File: src/rtl/imem_loader.sv
// Instruction memory loader: packs a checksummed little-endian byte stream into 32-bit
// word writes and holds the core in reset until a complete load has been verified.
module imem_loader #(
  parameter int unsigned DEPTH  = 64,
  parameter int unsigned ADDR_W = 6
) (
  input  logic              clk,
  input  logic              reset,
  input  logic              start,
  input  logic              byte_valid,
  input  logic [7:0]        byte_data,
  output logic              byte_ready,
  output logic              wr_en,
  output logic [ADDR_W-1:0] wr_addr,
  output logic [31:0]       wr_data,
  output logic              core_reset,
  output logic              busy,
  output logic              done,
  output logic              error,
  output logic [15:0]       words_loaded
);

  typedef enum logic [2:0] {
    StIdle, StHdr0, StHdr1, StData, StWrite, StChk, StDone, StError
  } state_e;

  state_e              state_q, state_d;
  logic [15:0]         len_q, len_d;
  logic [7:0]          chk_q, chk_d;
  logic [1:0]          byte_idx_q, byte_idx_d;
  logic [31:0]         word_q, word_d;
  logic [ADDR_W-1:0]   addr_q, addr_d;
  logic [15:0]         words_q, words_d;
  logic [15:0]         new_len;
  logic                xfer;

  always_ff @(posedge clk or negedge reset) begin
    if (!reset) begin
      state_q    <= StIdle;
      len_q      <= '0;
      chk_q      <= '0;
      byte_idx_q <= '0;
      word_q     <= '0;
      addr_q     <= '0;
      words_q    <= '0;
    end else begin
      state_q    <= state_d;
      len_q      <= len_d;
      chk_q      <= chk_d;
      byte_idx_q <= byte_idx_d;
      word_q     <= word_d;
      addr_q     <= addr_d;
      words_q    <= words_d;
    end
  end

  // Moore outputs, decoded from the state register only.
  always_comb begin
    byte_ready = 1'b0;
    wr_en      = 1'b0;
    core_reset = 1'b1;
    busy       = 1'b0;
    done       = 1'b0;
    error      = 1'b0;
    unique case (state_q)
      StHdr0, StHdr1, StData, StChk: begin
        byte_ready = 1'b1;
        busy       = 1'b1;
      end
      StWrite: begin
        wr_en = 1'b1;
        busy  = 1'b1;
      end
      StDone: begin
        done       = 1'b1;
        core_reset = 1'b0;
      end
      StError: error = 1'b1;
      default: ;
    endcase
  end

  assign wr_addr      = addr_q;
  assign wr_data      = word_q;
  assign words_loaded = words_q;
  assign xfer         = byte_valid && byte_ready;
  assign new_len      = {byte_data, len_q[7:0]};

  always_comb begin
    state_d    = state_q;
    len_d      = len_q;
    chk_d      = chk_q;
    byte_idx_d = byte_idx_q;
    word_d     = word_q;
    addr_d     = addr_q;
    words_d    = words_q;
    unique case (state_q)
      StIdle, StDone, StError: begin
        if (start) begin
          state_d    = StHdr0;
          chk_d      = '0;
          byte_idx_d = '0;
          addr_d     = '0;
          words_d    = '0;
        end
      end
      StHdr0: begin
        if (xfer) begin
          len_d[7:0] = byte_data;
          chk_d      = chk_q ^ byte_data;
          state_d    = StHdr1;
        end
      end
      StHdr1: begin
        if (xfer) begin
          len_d[15:8] = byte_data;
          chk_d       = chk_q ^ byte_data;
          if (new_len == 16'd0)          state_d = StChk;
          else if (32'(new_len) > DEPTH) state_d = StError;
          else                           state_d = StData;
        end
      end
      StData: begin
        if (xfer) begin
          word_d[{byte_idx_q, 3'b000} +: 8] = byte_data;
          chk_d      = chk_q ^ byte_data;
          byte_idx_d = byte_idx_q + 2'd1;
          if (byte_idx_q == 2'd3) state_d = StWrite;
        end
      end
      StWrite: begin
        words_d = words_q + 16'd1;
        // Address stops at LEN-1 so it never wraps, even for a full-depth load.
        if (words_d == len_q) begin
          state_d = StChk;
        end else begin
          addr_d  = addr_q + ADDR_W'(1);
          state_d = StData;
        end
      end
      StChk: begin
        if (xfer) state_d = (byte_data == chk_q) ? StDone : StError;
      end
      default: state_d = StIdle;
    endcase
  end

endmodule

File: config.mk
export PLATFORM = sky130hd
export DESIGN_NAME = imem_loader
export DESIGN_NICKNAME = d
export VERILOG_FILES = /design/src/rtl/imem_loader.sv
export SDC_FILE = /design/constraint.sdc
export NUM_CORES = 1
export LEC_CHECK = 0
export CAP_MARGIN = 25
export CELL_PAD_IN_SITES_DETAIL_PLACEMENT = 1
export CELL_PAD_IN_SITES_GLOBAL_PLACEMENT = 1
export CORE_MARGIN = 2
export CORE_UTILIZATION = 44
export DETAILED_ROUTE_END_ITERATION = 8
export PLACE_DENSITY = 0.92
export REMOVE_ABC_BUFFERS = 1
export SKIP_CTS_REPAIR_TIMING = 1
export SLEW_MARGIN = 20
export SYNTH_ARGS = -nofsm -noshare
export SYNTH_HDL_FRONTEND = slang
export SYNTH_SLANG_ARGS = --single-unit
File: constraint.sdc
create_clock -name clk -period 3.3 [get_ports clk]
set_clock_uncertainty 0.1 [all_clocks]
set_input_delay 0.66 -clock clk [delete_from_list [all_inputs] [get_ports clk]]
set_output_delay 0.66 -clock clk [all_outputs]
set_load 0.02 [all_outputs]
==> impl_metrics.ini, run 1 <==
[global_routing]
grt_overflow = 0
grt_pass1_wl_um = 22900
grt_use_total_pct = 26.2
grt_pass1_vias = 4402
grt_start_max_net_pins = 84
antenna_found_initial = 0

[sta]
hold_viol_final = 0
final-max-slew-violation-count = 0
slew_headroom_pct = 31.4
clock.fmax_mhz = 322
fin_crit_sh_pct = 94.1
setup_viol = 0
worst_slew_pin_slew_ns = 1.03
setup_tns_ns = 0
setup_slack_ns = 0.195
fin_crit_ns = 3.11
rsz0062_at_grt = false

[final_layout]
instances_no_fill = 700
n_antenna_cell = 0
seq_area_um2 = 2080
fillers = 1157
nNetsFinal = 578
design_area_um2 = 5570
drive_above_1_share_pct = 11.5
syn_to_final_growth_pct = 23.1
multiInputGateArea_um2 = 2260

[floorplan]
start_util_pct = 44.6
io_pins = 72
dieArea_um2 = 11100
fp.dieW_um = 105
rows = 37
die_y_um = 105
core-area_um2 = 10100

[drt]
vias = 4028
avgRoutedWirePerCell_um = 19.9
antenna_left = 0
routed_wl_um = 13900
vias_per_cell = 5.75
drc = 0
firstDrtPassIters = 4
drt_iter0_markers = 229

[critical_path]
arrival_ns = 2.35
crit_fanout = 16
end_kind = primary output
cp.required_ns = 2.54
timing.rr.start = words_loaded[0]
r2r_slack_ns = 0.49
cp-startpoint = state_q[0]
worstSetupPathType = reg -> out
start_kind = flip-flop

[place]
place.port_buffers = 71
dpl_cell_area_um2 = 5380
dp.cells = 683
hpwlAfterDp_um = 9400
gp_congestion = 0.838
dp_slack_ns = 0.622

[synth]
yosysSeqAreaShare_pct = 45.9
synthesis.area_um2 = 4530
ys_warn_count = 0
syn-mean-instance-area_um2 = 9.22
ys_ff_latch = 83
synth-edff-count = 0
synth_cell_types = 60
synth.most_common_cell = nand2_1
synth-main-ff-cell = dfrtp_1
synth_top_area_cell = dfrtp_1
async_reset_ff_share_pct = 100
synth_commonest_cells = nand2_1, dfrtp_1, o21ai_0
synth.area.top_cells = dfrtp_1, nand2_1, o21ai_0
yosysTopAreaCellShare_pct = 45.9
synthCells = 491

[cts]
cts_buffers = 9
cts_sinks = 83
insertion_delay_ns = 0.38
path_clk_slew_ns = 0.10
cts_buffer_depth = 2
cts_max_level = 3
root_buffer = clkbuf_8
cts_tree = done

[power_and_ir_drop]
total_power_mw = 4.26
power_density_nw_per_um2 = 765
p_leak_nw = 2.35
ir_drop_uv = 642

[run]
drv_cap = 0

[worst_hold_path]
min_path_type = in -> async

[run_status]
status = completed
[path summary, 6_finish.rpt]
kind,cells after the start,endpoint
min in group clk,2,wr_data[29]
max,4,wr_en
min,1,chk_q[3]
max reg2reg,7,wr_addr[1]
min reg2reg,2,wr_data[29]
max in group asynchronous,1,words_loaded[10]
[state kept, by name, summed over array words and instances, names as in the netlist]
register      cells
byte_idx_q        2
chk_q             8
len_q            16
state_q           3
words_loaded     16
wr_addr           6
wr_data          32
[cell usage in the layout (no fill, tap or decap), types with 2 or more instances in the layout]
master / synthesis / routed
nand3b_1: 2 / 2
mux2i_1: 8 / 8
nand2b_1: 7 / 7
clkbuf_8: 0 / 10
nor2b_1: 7 / 7
clkdlybuf4s50_1: 0 / 70
dfrtp_1: 83 / 83
ha_1: 7 / 7
clkinv_4: 0 / 2
a31oi_1: 3 / 3
nor2_1: 27 / 27
nor3_2: 3 / 3
nand4_4: 2 / 2
xor2_1: 7 / 7
o21ai_1: 4 / 4
nand3_1: 9 / 9
inv_6: 0 / 2
o21ai_0: 63 / 63
xnor2_1: 17 / 17
nor4_1: 6 / 6
a21oi_1: 9 / 9
mux2_2: 17 / 17
a21boi_1: 2 / 2
o41ai_1: 2 / 2
nor4_2: 2 / 2
nor4b_1: 3 / 3
a22o_1: 10 / 10
and3_1: 5 / 5
inv_1: 16 / 16
nor3b_1: 4 / 4
nand2_1: 95 / 95
nor3_1: 11 / 11
buf_4: 2 / 13
nand4_1: 6 / 6
[through the flow]
| stage | hold slack (ns) | util, % |
|---|---|---|
| 2_1_floorplan | 0.264 | - |
| 3_3_place_gp | 0.365 | 53.0 |
| 3_5_place_dp | 0.380 | 53.0 |
| 4_1_cts | 0.401 | 54.9 |
| 5_1_grt | 0.291 | 55.0 |
| 6_report | 0.211 | 55.0 |
[report_power, final]
part           switching [mW]  leakage [nW]  total, mW  internal (mW)
combinational            1.08          1.16       1.92          0.834
clock                   0.415        0.0933      0.715          0.301
sequential              0.343          1.10       1.63           1.29
total                    1.84          2.35       4.26           2.42
[cell type report]
type	instances	area share, %
Inverter	16	1.08
Timing Repair Buffer	85	14.6
Tap cell	136	3.05
Multi-Input combinational cell	364	40.6
Clock buffer	10	2.47
Sequential cell	83	37.3
Clock inverter	6	0.853
[metal layers]
metal	vias to the layer above	track usage, %	part of all wire, %
met4	0	12.5	2.8
met2	112	45.6	52
met1	2034	32.0	41
met5	-	0	0
met3	35	3.53	3.6
li1	1847	-	-
[cell families after synthesis]
family | synth area share [%]
AOI/OAI and AO/OA | 14.3
adders and majority gates | 1.94
muxes | 6.00
buffers and inverters | 4.06
and+or+nand+nor | 22.6
xor gates and xnor gates | 5.14
DFF | 45.9
[worst max-delay path, cell delays in order (launching register included)]
cell             delay, ns
dfrtp_1               0.56
nor2_1                0.45
nand2_1               0.21
inv_1                 0.14
clkdlybuf4s50_1       0.62
(Power assumes the default switching activity.)
==> inputs of run 2 (changes only) <==
--- a/config.mk
+++ b/config.mk
@@ -5,13 +5,14 @@
 export SDC_FILE = /design/constraint.sdc
 export NUM_CORES = 1
 export LEC_CHECK = 0
-export CAP_MARGIN = 25
+export CAP_MARGIN = 20
 export CELL_PAD_IN_SITES_DETAIL_PLACEMENT = 1
 export CELL_PAD_IN_SITES_GLOBAL_PLACEMENT = 1
+export CORE_ASPECT_RATIO = 0.75
 export CORE_MARGIN = 2
 export CORE_UTILIZATION = 44
 export DETAILED_ROUTE_END_ITERATION = 8
-export PLACE_DENSITY = 0.92
+export PLACE_DENSITY_LB_ADDON = 0.1
 export REMOVE_ABC_BUFFERS = 1
 export SKIP_CTS_REPAIR_TIMING = 1
 export SLEW_MARGIN = 20
==> impl_metrics.ini, run 2 (synthesis gave the netlist of run 1 again) <==
[global_routing]
grt_pass1_vias = 4092
grt_overflow = 0
grt_use_total_pct = 25.0
grt_pass1_wl_um = 21600
antenna_found_initial = 0
grt_start_max_net_pins = 84

[floorplan]
core-area_um2 = 10100
start_util_pct = 44.7
rows = 32
io_pins = 72
fp.dieW_um = 121
die_y_um = 91.8
dieArea_um2 = 11100

[sta]
clock.fmax_mhz = 330
fin_crit_sh_pct = 91.8
final-max-slew-violation-count = 0
fin_crit_ns = 3.03
slew_headroom_pct = 42.3
worst_slew_pin_slew_ns = 0.863
hold_viol_final = 0
rsz0062_at_grt = false
setup_slack_ns = 0.270
setup_tns_ns = 0
hold_ws_ns = 0.266
setup_viol = 0

[critical_path]
r2r_cells = 8
crit_fanout = 17
timing.rr.start = words_loaded[0]
end_kind = primary output
arrival_ns = 2.27
worstSetupPathType = reg -> out
cp.required_ns = 2.54
r2r_slack_ns = 0.64
rr_endpoint = wr_addr[3]
start_kind = flip-flop

[run_status]
status = completed

[drt]
firstDrtPassIters = 4
routed_wl_um = 12900
avgRoutedWirePerCell_um = 18.4
drc = 0
vias = 3932
vias_per_cell = 5.59
drt_iter0_markers = 240
antenna_left = 0

[final_layout]
nNetsFinal = 581
layout_common_cells = nand2_1, dfrtp_1, clkdlybuf4s50_1, o21ai_0, nor2_1
syn_to_final_growth_pct = 26.5
drive_above_1_share_pct = 12.0
instances_no_fill = 703
mostFrequentLayoutCell = nand2_1
largest_reg_flops = 32
n_antenna_cell = 0

[place]
hpwlAfterDp_um = 9020
dp.cells = 687
place.port_buffers = 71
dp_slack_ns = 0.568
gp_congestion = 0.840

[power_and_ir_drop]
ir_drop_uv = 526
power_density_nw_per_um2 = 791
p_leak_nw = 2.43

[cts]
cts_sinks = 83
cts_tree = done
cts_max_level = 3
insertion_delay_ns = 0.35
cts_buffer_depth = 2
path_clk_slew_ns = 0.06
cts_buffers = 9
root_buffer = clkbuf_16

[worst_hold_path]
min_path_type = in -> async

[run]
drv_cap = 0
==> run 2: changes by cell type in the layout (fill, tap and decap cells not counted) <==
cell / change
bufinv_16: +1
clkbuf_2: -1
inv_6: -2
clkinv_4: +1
clkinvlp_4: -1
clkbuf_16: +9
clkbuf_8: -8
buf_4: +4
==> run 2: per-stage QoR <==
| step | total power [mW] | utilization, % | area (um2) |
|---|---|---|---|
| final | 4.53 | 56.5 | 5730 |
| after global routing | 4.84 | 56.5 | 5730 |
| after CTS | 4.57 | 56.5 | 5720 |
| after detailed placement | 3.48 | 53.4 | 5410 |
| after global placement | 3.40 | 53.4 | 5410 |
| after floorplan | 2.70 | - | 4400 |
==> run 2: area by class of cell <==
| class | instances | area [um2] |
|---|---|---|
| Multi-Input combinational cell | 364 | 2260 |
| Sequential cell | 83 | 2080 |
| Clock inverter | 5 | 61.3 |
| Fill cell | 1155 | 4400 |
| Inverter | 16 | 60.1 |
| Clock buffer | 11 | 253 |
| Timing Repair Buffer | 88 | 840 |
| Tap cell | 136 | 170 |
==> run 2: power by group <==
part / leakage, nW / total (mW) / switching [mW] / internal, mW
logic: 1.17 / 1.88 / 1.03 / 0.849
clock network: 0.156 / 1.06 / 0.430 / 0.630
registers: 1.10 / 1.59 / 0.305 / 1.29
total: 2.43 / 4.53 / 1.76 / 2.77
==> run 2: critical path, stage by stage, from the launching register on <==
cell and delay, ns:
dfrtp_1 0.54, nor2_1 0.43, nand2_1 0.22, inv_1 0.12
clkdlybuf4s50_1 0.61
==> run 2: worst max path at each step <==
| stage | startpoint | endpoint | slack [ns] | depth (start not counted) |
|---|---|---|---|---|
| 2_1_floorplan | words_loaded[0] | wr_addr[3] | 0.92 | 8 |
| 3_3_place_gp | byte_valid | len_q[8] | 0.66 | 5 |
| 3_5_place_dp | byte_valid | len_q[10] | 0.57 | 5 |
| 4_1_cts | state_q[1] | wr_en | 0.25 | 4 |
| 5_1_grt | state_q[1] | wr_en | 0.10 | 4 |
| 6_report | state_q[1] | wr_en | 0.27 | 4 |
==> run 2: per-layer routing <==
metal	share of wire [%]	routed length (um)	GRT usage [%]	vias to the layer above
li1	-	-	-	1845
met4	0.98	127	5.81	0
met2	47	6040	38.9	78
met3	3.9	504	5.35	11
met1	48	6260	35.8	1998
met5	0	0	0	-
==> inputs of run 3 (changes only) <==
--- a/config.mk
+++ b/config.mk
@@ -10,8 +10,10 @@
 export CELL_PAD_IN_SITES_GLOBAL_PLACEMENT = 1
 export CORE_ASPECT_RATIO = 0.75
 export CORE_MARGIN = 2
-export CORE_UTILIZATION = 44
+export CORE_UTILIZATION = 54
+export CTS_BUF_LIST = sky130_fd_sc_hd__clkbuf_8
 export DETAILED_ROUTE_END_ITERATION = 8
+export DONT_BUFFER_PORTS = 1
 export PLACE_DENSITY_LB_ADDON = 0.1
 export REMOVE_ABC_BUFFERS = 1
 export SKIP_CTS_REPAIR_TIMING = 1
==> impl_metrics.ini, run 3 (synthesis gave the netlist of run 1 again) <==
[run_status]
status = completed

[power_and_ir_drop]
power.internal_mw = 2.19
total_power_mw = 3.87
clockPowerShare_pct = 17.4
power_density_nw_per_um2 = 810
swShare_pct = 43.5
ir_drop_uv = 629
p_leak_nw = 2.08
power_frac_comb_pct = 37.8
switching_power_mw = 1.69
seq_power_share_pct = 44.8

[sta]
setup_slack_ns = 0.512
hold_ws_ns = 0.0798
final-max-slew-violation-count = 0
setup_tns_ns = 0
hold_viol_final = 0
rsz0062_at_grt = false
fin_crit_sh_pct = 84.5
clock.fmax_mhz = 359
setup_viol = 0
slew_headroom_pct = 30.8
fin_crit_ns = 2.79
worst_slew_pin_slew_ns = 1.03

[drt]
vias_per_cell = 6.18
vias = 3661
antenna_left = 0
drt_iter0_markers = 252
firstDrtPassIters = 4
drc = 0
avgRoutedWirePerCell_um = 21.2
routed_wl_um = 12600

[critical_path]
crit_fanout = 10
worstSetupPathType = reg -> reg
arrival_ns = 2.96
cp.required_ns = 3.47
r2r_cells = 8
start_kind = flip-flop
end_kind = flip-flop

[global_routing]
grt_pass1_wl_um = 20100
grt_overflow = 0
antenna_found_initial = 0
grt_pass1_vias = 3797
grt_use_total_pct = 28.7
grt_start_max_net_pins = 84

[cts]
cts_buffer_depth = 2
cts_max_level = 3
cts_sinks = 83
root_buffer = clkbuf_8
cts_buffers = 9
cts_tree = done
insertion_delay_ns = 0.37
path_clk_slew_ns = 0.09

[final_layout]
utilization_pct = 59.6
syn_to_final_growth_pct = 5.70
mostFrequentLayoutCell = nand2_1
fillers = 929
largest_reg_flops = 32
n_antenna_cell = 0
nNetsFinal = 501
instances_no_fill = 592
layout_common_cells = nand2_1, dfrtp_1, o21ai_0, nor2_1
drive_above_1_share_pct = 11.7
design_area_um2 = 4780

[place]
dp_slack_ns = 0.596
dp.cells = 575
hpwlAfterDp_um = 8520
gp_congestion = 0.852
dpl_cell_area_um2 = 4590
place.port_buffers = 0

[worst_hold_path]
min_path_type = in -> async

[floorplan]
dieArea_um2 = 9140
rows = 28
core-area_um2 = 8020
die_y_um = 83.3
start_util_pct = 56.4
fp.dieW_um = 110
io_pins = 72

[run]
drv_cap = 0
## run 3: routing by layer
layer / share of wire, % / wire, um / vias up / global-route usage, %
li1: - / - / 1684 / -
met1: 47 / 5860 / 1865 / 40.9
met2: 47 / 5880 / 99 / 43.4
met3: 5.7 / 718 / 13 / 7.06
met4: 0.94 / 118 / 0 / 8.06
met5: 0 / 0 / - / 0
## run 3: power by group through the flow
stage | registers [mW] | clock network, mW | logic, mW
2_1_floorplan | 1.65 | 0 | 1.05
3_3_place_gp | 1.73 | 0 | 1.34
3_5_place_dp | 1.75 | 0 | 1.42
4_1_cts | 1.73 | 0.679 | 1.43
5_1_grt | 1.78 | 0.730 | 1.64
6_report | 1.74 | 0.675 | 1.46
## run 3: worst max-delay path: stages (launching register included)
cell and delay (ns):
dfrtp_1 0.60, ha_1 0.34, nand3_2 0.24, nor3_2 0.36, xnor2_1 0.17, nor4_2 0.27, nand4_2 0.23, nand4_1 0.17
mux2i_1 0.20
## run 3: cell type report
cell class	count	area, um2	share of cell area, %
clock buffers	10	138	2.88
clock inverters	6	32.5	0.680
flip-flops and latches	83	2080	43.4
inverters	16	60.1	1.26
well taps	105	131	2.75
multi-input cells	364	2260	47.3
repair buffers	8	80.1	1.67
## run 3: worst paths after layout
kind | startpoint | end | slack [ns]
setup / recovery | words_loaded[1] | wr_addr[5] | 0.51
hold / removal | reset | wr_data[26] | 0.08
setup reg to reg | words_loaded[1] | wr_addr[5] | 0.51
hold reg to reg | chk_q[2] | chk_q[2] | 0.44
max in group asynchronous | reset | wr_addr[5] | 2.66
min in group clk | byte_data[6] | wr_data[6] | 0.32
